File: src/rtl/time_convert.sv
// Coin-to-seconds converter for the parking meter: a shift-add multiply at an hour-dependent rate
// feeds a saturating 12-bit seconds balance that counts down on the 1 Hz tick.
module time_convert #(
  parameter int SEC_MAX = 4095
) (
  input  logic        clk,
  input  logic        rst_n,
  input  logic [7:0]  sw,
  input  logic        tick_1hz,
  input  logic        clear,
  input  logic        coin_valid,
  input  logic [6:0]  coin_cents,
  output logic        coin_ready,
  output logic [11:0] sec_count,
  output logic        expired,
  output logic        sat,
  output logic        reject
);

  typedef enum logic [1:0] {IDLE, CONV, ACCUM} state_t;

  localparam logic [13:0] SEC_LIM = 14'(SEC_MAX);

  state_t      state, state_next;
  logic [6:0]  cents_q, cents_next;
  logic [5:0]  mult_q, mult_next;
  logic        hour_ok_q, hour_ok_next;
  logic [2:0]  bit_idx, bit_next;
  logic [12:0] product, product_next;
  logic [11:0] sec_next;
  logic        ready_next, expired_next, sat_next, reject_next;

  logic [4:0]  hour;
  logic        hour_ok;
  logic [5:0]  rate_mult;
  logic        dec;
  logic [13:0] base, addend, sum;
  logic        unused_location;

  // Location bits belong to other blocks of the meter.
  assign unused_location = ^sw[7:5];

  assign hour      = sw[4:0];
  assign hour_ok   = (hour < 5'd24);
  assign rate_mult = (hour >= 5'd8 && hour <= 5'd17) ? 6'd30 : 6'd60;

  always_comb begin
    state_next   = state;
    cents_next   = cents_q;
    mult_next    = mult_q;
    hour_ok_next = hour_ok_q;
    bit_next     = bit_idx;
    product_next = product;
    ready_next   = coin_ready;
    sat_next     = 1'b0;
    reject_next  = 1'b0;
    addend       = 14'd0;

    dec      = tick_1hz && (sec_count != 12'd0);
    base     = {2'b00, sec_count} - {13'd0, dec};
    sum      = base;
    sec_next = base[11:0];

    case (state)
      IDLE: begin
        ready_next = 1'b1;
        if (coin_valid && coin_ready) begin
          cents_next   = coin_cents;
          mult_next    = rate_mult;
          hour_ok_next = hour_ok;
          product_next = 13'd0;
          bit_next     = 3'd0;
          state_next   = CONV;
          ready_next   = 1'b0;
        end
      end
      CONV: begin
        if (cents_q[bit_idx])
          product_next = product + (13'(mult_q) << bit_idx);
        bit_next = bit_idx + 3'd1;
        if (bit_idx == 3'd6)
          state_next = ACCUM;
      end
      ACCUM: begin
        addend      = hour_ok_q ? {1'b0, product} : 14'd0;
        reject_next = !hour_ok_q;
        sum         = base + addend;
        if (sum > SEC_LIM) begin
          sec_next = SEC_LIM[11:0];
          sat_next = 1'b1;
        end else begin
          sec_next = sum[11:0];
        end
        state_next = IDLE;
        ready_next = 1'b1;
      end
      default: begin
        state_next = IDLE;
        ready_next = 1'b1;
      end
    endcase

    // Clear wins over everything, including a coin offered in the same cycle.
    if (clear) begin
      state_next   = IDLE;
      product_next = 13'd0;
      bit_next     = 3'd0;
      sec_next     = 12'd0;
      ready_next   = 1'b1;
      sat_next     = 1'b0;
      reject_next  = 1'b0;
    end

    expired_next = (sec_next == 12'd0);
  end

  always_ff @(posedge clk or negedge rst_n) begin
    if (!rst_n) begin
      state      <= IDLE;
      cents_q    <= 7'd0;
      mult_q     <= 6'd0;
      hour_ok_q  <= 1'b0;
      bit_idx    <= 3'd0;
      product    <= 13'd0;
      sec_count  <= 12'd0;
      coin_ready <= 1'b0;
      expired    <= 1'b1;
      sat        <= 1'b0;
      reject     <= 1'b0;
    end else begin
      state      <= state_next;
      cents_q    <= cents_next;
      mult_q     <= mult_next;
      hour_ok_q  <= hour_ok_next;
      bit_idx    <= bit_next;
      product    <= product_next;
      sec_count  <= sec_next;
      coin_ready <= ready_next;
      expired    <= expired_next;
      sat        <= sat_next;
      reject     <= reject_next;
    end
  end

endmodule

File: config.mk
export PLATFORM = sky130hd
export DESIGN_NAME = time_convert
export DESIGN_NICKNAME = d
export VERILOG_FILES = /design/src/rtl/time_convert.sv
export SDC_FILE = /design/constraint.sdc
export NUM_CORES = 1
export LEC_CHECK = 0
export CORE_ASPECT_RATIO = 0.9
export CORE_MARGIN = 10
export CORE_UTILIZATION = 45
export CTS_BUF_LIST = sky130_fd_sc_hd__clkbuf_8
export DETAILED_ROUTE_END_ITERATION = 10
export PLACE_DENSITY = 0.74
export SLEW_MARGIN = 20
export SYNTH_ARGS = -nofsm -noshare
export SYNTH_HDL_FRONTEND = slang
export SYNTH_SLANG_ARGS = --single-unit
File: constraint.sdc
create_clock -name clk -period 8.5 [get_ports clk]
set_input_delay 1.7 -clock clk [delete_from_list [all_inputs] [get_ports clk]]
set_output_delay 1.7 -clock clk [all_outputs]
set_load 0.02 [all_outputs]
* Word level (Yosys, flattened, before mapping)
Cells that the tools add are included.
** Word-level totals
- Register bits after elaboration :: 48
- Input port bits :: 20
- Output and inout bits :: 16
- Logic and storage cells :: 66
** Cells by class
- $add $sub $neg :: 4
- Order comparisons :: 5
- Equality and inequality tests :: 7
- Shift operators :: 1
- Muxes and demuxes :: 26
- Reductions and logical operators :: 12
** Operator list (number)
- $mux 13 :: 4
- $mux 12 :: 3
- $pmux 13 s2 :: 1
- $add 14x13->14 :: 1
- $gt 14x12->1 const B :: 1
- $add 13x13->13 :: 1
- $shl 6x3->13 :: 1
- $sub 12x1->13 :: 1
- $logic_not 12->1 :: 1
- $reduce_bool 12->1 :: 1
- $ne 3x3->1 const B :: 3
- $mux 1 :: 8
- $mux 2 :: 3
- $mux 3 :: 2
- $mux 6 :: 1
- $pmux 3 s2 :: 1
- $reduce_and 2->1 :: 3
- $ge 5x4->1 const B :: 1
- $le 5x5->1 const B :: 1
- $lt 5x5->1 const B :: 1
- $lt 3x4->1 const B :: 1
- $pmux 2 s2 :: 1
- $add 3x1->3 const B :: 1
- $bmux 1 s3 :: 1
- 10 further kinds :: 12

* Logic depth before layout (Yosys ltp)
Gate-level depths: netlist of run 1.
- Word-level depth :: 9
- Mapped depth :: 18
- Depth with buffers taken out :: 17

* Least setup slack after synthesis of run 1
No wires, ideal clock.
- Path type :: input port to flip-flop
- Start point :: input port tick_1hz
- End point :: register expired
- Library setup time :: 63 ps
- Arrival time :: 4845 ps
- Data required time :: 8437 ps
- Path slack :: 3592 ps
- Stages :: 16
- Buffers on the path :: 1
- Cells stage by stage :: o41a_1 ha_1 ha_1 nand2b_1 or2_2 xnor2_1 ha_1 and4_1 nor2b_1 or3_1 a31o_2 a2bb2oi_2 buf_6 a311oi_4 nor4_1 and4b_1
** On the way
- Word-level cells in the longest chain between the ends :: 8
** Ends and longest elaborated chain
- from (decl) :: line 9 : input logic tick_1hz,
- $logic_and 1x1->1 (*) :: line 59 : dec = tick_1hz && (sec_count != 12'd0);
- $sub 12x1->13 (*) :: line 60 : base = {2'b00, sec_count} - {13'd0, dec};
- $add 14x13->14 :: line 87 : sum = base + addend;
- $gt 14x12->1 :: line 88 : if (sum > SEC_LIM) begin
- $mux 12 :: line 88
- $mux 12 (*) :: line 64 : case (state)
- $mux 12 (*) :: line 104 : if (clear) begin
- net sec_next[3] :: line 30 : logic [11:0] sec_next;
- $logic_not 12->1 (*) :: line 114 : expired_next = (sec_next == 12'd0);
- net expired_next :: line 31 : logic ready_next, expired_next, sat_next, reject_next;
- to (signal assigned) :: line 139 : expired <= expired_next;
- to (decl) :: line 15 : output logic expired,
The timed path passes the listed nets; every way through them passes the cells marked *.
A chain may end at the register's enable or synchronous reset.

* Worst setup path in the final report of run 1
Same ends and word-level chain as after synthesis.

==> impl_metrics.tcl, run 1 <==
set metrics [dict create \
    yosysMostFrequentCell "dfrtp_1" \
    tightest_slew_ns 0.8467 \
    cts_made_buffers 5 \
    areaGrowthSynthToFinish_pct 14.53 \
    place_inst 483 \
    yosys-top-cells-count "43 x dfrtp_1, 41 x nand2_1, 30 x nor2_1" \
    core_sq_um 7184 \
    final_hold_viol_count 0 \
    powerDensity_nw_per_um2 246.4 \
    cap_violations 0 \
    syn_inst 374 \
    setup_slack_ns 2.580 \
    synth_area_leader_cell "dfrtp_1" \
    crit_slowest_cell "a2bb2oi_2" \
    num-fill-cells 667 \
    hold_buffers 0 \
    io_buffers 31 \
    irDropWorstVdd_mv 0.08625 \
    period_share 0.6965 \
    vias 2744 \
    cts_tree "done" \
    synthArstFlopShare 1.000 \
    setup_viol 0 \
    ys_types 64 \
    grt_max_degree 45 \
    critPathKind "in2reg" \
    crit_buf_inv 1 \
    cts.sinks 44 \
    timing.setup.tns_ns 0 \
    rsz0062_at_grt "false" \
    cp_max_fo 13 \
    drc_errors 0 \
    syn_nets 423 \
    clock-root-buffer "clkbuf_8" \
    crit_path_start_kind "input port" \
    grt_util_all_layers 0.1275 \
    post_layout_nonfiller_instances 492 \
    drtAntennaViolNets 0 \
    syn_area_per_cell_sq_um 9.023 \
    first_pass_iters 4 \
    max_freq_mhz 168.9 \
    num_rows 29 \
    ys_seq_area_frac 0.3267 \
    fp.dieH_microns 102.2 \
    dp_slack_ns 2.264 \
    grt_pass1_wl_microns 12400 \
    wl_per_cell_microns 14.62 \
    crit_arrival_ns 6.18 \
    clk_pin_slew_ns 0.09 \
    min_period_ns 5.920 \
    ctsResizeCount 0 \
    nets 447 \
    worstPathRequired_ns 8.76 \
    routed_wl_microns 7192 \
    end_kind "flip-flop" \
    path_cells "clkdlybuf4s50_1 -> o41a_1 -> ha_1 -> ha_1 -> nand2b_1 -> or2_2 -> xnor2_1 -> ha_1 -> and4_1 -> nor2b_1 -> or3_1 -> a31o_2 -> a2bb2oi_2 -> a311oi_1 -> nor4_1 -> and4b_1" \
    avgViaCountPerCell 5.577 \
    htreeDepth 2 \
    p_leak_nw 1.721 \
    overflow 0 \
    drive_above_1_share 0.07519 \
    die_x_microns 111.3 \
    finalPower_mw 0.9523 \
    synth-edff-count 0 \
    post_cts_buffers 0 \
    clock_skew_ns 0.009802 \
    yosysWarningCount 0 \
    fin_worst_hold_slack_ns 0.4822 \
    place_congestion 0.8563 \
    synth_seq_cells 44 \
    synth_area_leaders "dfrtp_1 32%, ha_1 10%, nand2_1 4.6%, xnor2_1 4.2%, a21oi_1 3.4%" \
    worstHoldPathType "reg2reg" \
    ctsLongestPathBuffers 2 \
    drt_iter0_markers 68 \
    r2r_setup_slack_ns 3.41 \
    die-area_sq_um 11370 \
    hpwl_microns 5663 \
    num_io_pins 36 \
    synth.cell_area_sq_um 3374 \
    n_antenna_cell 0 \
    start_util 0.4697 \
    grt_pass1_vias 2689 \
    status "complete, no violations" \
    ys.flop_type "dfrtp_1" \
    yosysTopAreaCellShare 0.3189 \
    clk_latency_ns 0.31 \
    relSlewSlack 0.4337 \
    crit_family "simple AND/OR/NAND/NOR gates" \
    cpPeakStageDelay_ns 0.57 \
    antenna_found_initial 0 \
    cpMostUsedCell "ha_1" \
    slew_viol_final 0 \
]
## placed cells by master, fill, tap and decap left out, types with 5 or more instances in the layout
cell type        instances
ha_1                    28
clkdlybuf4s50_1         30
and2_1                  14
o21ai_0                  9
a21oi_1                 23
nand2_1                 41
nand2b_1                 5
mux2i_1                  7
a22o_1                  11
clkbuf_8                 5
nor2_1                  30
dfrtp_1                 43
nand3_1                 11
xor2_1                  12
nor3_1                  12
a21o_1                   5
inv_1                   14
o21a_1                   6
xnor2_1                 16
a311oi_1                 6
## state kept, by name, indices dropped and copies added, names as in the netlist
name / flops
sat: 1
sec_count: 12
product: 12
coin_ready: 1
hour_ok_q: 1
cents_q: 7
reject: 1
mult_q: 3
expired: 1
state: 2
bit_idx: 3
## cells by family (layout without fill, tap and decap cells)
group | Yosys count | after routing | share of synthesized area
and+or+nand+nor | 139 | 139 | 0.2091
AOI/OAI and AO/OA | 95 | 95 | 0.2128
xor gates and xnor gates | 28 | 28 | 0.07267
adders and majority gates | 29 | 29 | 0.1098
buffers and inverters | 30 | 55 | 0.03819
muxes | 9 | 9 | 0.03078
DFF | 44 | 44 | 0.3267
## through the flow
step | util | instance area, sq um
5_1_grt | 0.5380 | 3865
3_5_place_dp | 0.5188 | 3727
4_1_cts | 0.5348 | 3842
2_1_floorplan | - | 3374
3_3_place_gp | 0.5188 | 3727
6_report | 0.5380 | 3865
## report_power, final
part           total (mW)  switching, mW  internal [mW]
Combinational       0.499          0.282          0.217
Clock               0.167         0.0788         0.0886
Sequential          0.286         0.0411          0.245
Total               0.952          0.402          0.551
## cell type report
type	instances	area (sq um)	share of cell area
clock buffers	5	68.82	0.01781
clock inverters	3	46.29	0.01198
inverters	14	52.55	0.01360
multi-input cells	300	2146	0.5552
flip-flops and latches	44	1102	0.2852
well taps	93	116.4	0.03011
repair buffers	33	332.8	0.08611
## worst register-to-register path, cell delays in order (launching register included)
cell       delay [ns]
dfrtp_1          0.44
nor4_4           0.37
nand2_2          0.16
o41a_1           0.40
ha_1             0.22
ha_1             0.26
nand2b_1         0.17
or2_2            0.14
xnor2_1          0.19
ha_1             0.36
and4_1           0.27
nor2b_1          0.15
or3_1            0.30
a31o_2           0.23
a2bb2oi_2        0.57
a311oi_1         0.24
nor4_1           0.35
and4b_1          0.23
## per-layer routing
layer | routed length (microns) | global-route usage
met3 | 280 | 0.02988
met2 | 3504 | 0.2247
met5 | 0 | 0
met4 | 108 | 0.04047
met1 | 3298 | 0.1514
## worst paths after layout
check                             startpoint      endpoint  depth (start not counted)
worst min-delay path              cents_q[6]    cents_q[6]                          2
max in group asynchronous              rst_n   product[11]                          2
worst max-delay path                tick_1hz       expired                         16
worst max register to register  sec_count[4]       expired                         17
worst min register to register    cents_q[6]    cents_q[6]                          2
min in group asynchronous              rst_n  sec_count[4]                          1
Note: power is estimated with default switching activity, not from simulation.
==> run 2, diff against run 1 <==
==> constraint.sdc (replaced) <==
create_clock -name clk -period 5.65 [get_ports clk]
set_input_delay 1.13 -clock clk [delete_from_list [all_inputs] [get_ports clk]]
set_output_delay 1.13 -clock clk [all_outputs]
set_load 0.02 [all_outputs]
==> run 2 against run 1 <==
Effect of this change: first-iteration DRC count increased by 43%; global-route usage up 0.28 points; critical path depth up 1; worst hold slack worse by 0.0028 ns; sequential share of layout area grew 0.093 points; sequential power up 51%; core utilization decreased by 0.17 points; wire length rose by 2.2%; largest cell class unchanged; highest routed layer unchanged.
==> impl_metrics.tcl, run 2 (same netlist as run 1, synthesis figures left out) <==
set metrics [dict create \
    status "complete, no violations" \
    finalPower_mw 1.437 \
    path_cells "clkdlybuf4s50_1 -> o41a_1 -> ha_1 -> ha_1 -> nand2b_1 -> or2_2 -> xnor2_1 -> ha_1 -> and4_1 -> nor2b_1 -> or3_1 -> a31o_2 -> a2bb2oi_2 -> buf_4 -> a311oi_1 -> nor4_1 -> and4b_1" \
    first_pass_iters 4 \
    powerDensity_nw_per_um2 373.1 \
    p_sw_mw 0.6041 \
    ctsLongestPathBuffers 2 \
    start_util 0.4697 \
    switching_share 0.4203 \
    dp_slack_ns 0.3125 \
    io_buffers 31 \
    crit_slowest_cell "clkdlybuf4s50_1" \
    die-area_sq_um 11370 \
    tightest_slew_ns 0.9618 \
    p_comb_frac 0.525 \
    final_hold_viol_count 0 \
    seqCellArea_sq_um 1102 \
    core_sq_um 7184 \
    overflow 0 \
    timing.setup.tns_ns 0 \
    end_kind "flip-flop" \
    grt_pass1_vias 2735 \
    setup_slack_ns 0.6323 \
    n_antenna_cell 0 \
    r2r_end "expired" \
    drt_iter0_markers 97 \
    fin_worst_hold_slack_ns 0.4794 \
    num_rows 29 \
    clock-root-buffer "clkbuf_8" \
    layout_common_cells "43 x dfrtp_1, 41 x nand2_1, 30 x nor2_1, 30 x clkdlybuf4s50_1, 28 x ha_1" \
    cts_tree "done" \
    num-fill-cells 674 \
    clock_skew_ns 0.01471 \
    cpMostUsedCell "ha_1" \
    largest_registers "product x12, sec_count x12, cents_q x7" \
    setup_viol 0 \
    reg2reg_from "sec_count[4]" \
    nets 447 \
    p_leak_nw 1.716 \
    die_x_microns 111.3 \
    min_from "cents_q[6]" \
    place_inst 484 \
    hpwl_microns 5693 \
    cp_max_fo 13 \
    critPathKind "in2reg" \
    cts.sinks 44 \
    areaGrowthSynthToFinish_pct 14.16 \
    multiInputGateArea_sq_um 2146 \
    worstHoldPathType "reg2reg" \
    r2r_cells 18 \
    period_share 0.8881 \
    r2r_setup_slack_ns 0.85 \
    cpPeakStageDelay_ns 0.45 \
    utilization 0.5362 \
    post_cts_buffers 0 \
    num_io_pins 36 \
    p_int_mw 0.8331 \
    final_common_cell "dfrtp_1" \
    grt_util_all_layers 0.1302 \
    antenna_found_initial 0 \
    cts_made_buffers 5 \
    clkPwrFrac 0.175 \
    placed_cell_area_sq_um 3735 \
    avgViaCountPerCell 5.644 \
    worstPathRequired_ns 5.91 \
    seqPwrFrac 0.300 \
    drc_errors 0 \
    min_to "cents_q[6]" \
    relSlewSlack 0.3588 \
    clk_pin_slew_ns 0.10 \
    crit_arrival_ns 5.28 \
    crit_family "simple AND/OR/NAND/NOR gates" \
    irDropWorstVdd_mv 0.1837 \
    wl_per_cell_microns 14.95 \
    cap_violations 0 \
    max_freq_mhz 199.3 \
    fp.dieH_microns 102.2 \
    hold_depth 2 \
    ctsResizeCount 0 \
    place_congestion 0.8892 \
    drtAntennaViolNets 0 \
    min_period_ns 5.018 \
    post-route-cell-area_sq_um 3852 \
    htreeDepth 2 \
    crit_buf_inv 2 \
    routed_wl_microns 7353 \
    slew_viol_final 0 \
    rsz0062_at_grt "false" \
    vias 2777 \
    grt_max_degree 45 \
    grt_pass1_wl_microns 12680 \
    hold_buffers 0 \
    post_layout_nonfiller_instances 492 \
    crit_path_start_kind "input port" \
    drive_above_1_share 0.07519 \
    clk_latency_ns 0.31 \
]
[run 2: cell types whose count changed in the layout (fill, tap and decap cells not counted)]
cell    change
buf_4       +1
buf_12      -1
[run 2: worst max-delay path by stage]
stage | end | cells after the start | from
after detailed placement | expired | 17 | tick_1hz
after global placement | expired | 17 | tick_1hz
after global routing | expired | 17 | tick_1hz
final | expired | 17 | tick_1hz
after floorplan | expired | 16 | tick_1hz
after CTS | expired | 17 | tick_1hz
[run 2: layout make-up]
type	count	area share
Clock inverter	3	0.01202
Inverter	14	0.01364
Tap cell	93	0.03020
Sequential cell	44	0.2861
Clock buffer	5	0.01786
Timing Repair Buffer	33	0.08314
Multi-Input combinational cell	300	0.5570
[run 2: tightest hold or removal path, delay by kind of cell, from the launching register on]
family | cells | cell delay (ns)
DFF | 1 | 0.35
and+or+nand+nor | 2 | 0.10
[run 2: power by group through the flow]
| stage | clock network (mW) | registers (mW) | logic, mW |
|---|---|---|---|
| after floorplan | 0 | 0.455 | 0.539 |
| after global placement | 0 | 0.434 | 0.733 |
| after detailed placement | 0 | 0.438 | 0.746 |
| after CTS | 0.257 | 0.431 | 0.754 |
| after global routing | 0.265 | 0.441 | 0.838 |
| final | 0.252 | 0.431 | 0.755 |
[run 2: metal layers]
| metal | vias up | GRT usage | part of all wire |
|---|---|---|---|
| li1 | 1397 | - | - |
| met1 | 1338 | 0.1577 | 0.47 |
| met5 | - | 0 | 0 |
| met2 | 37 | 0.2283 | 0.49 |
| met4 | 0 | 0.03258 | 0.0090 |
| met3 | 5 | 0.03222 | 0.036 |
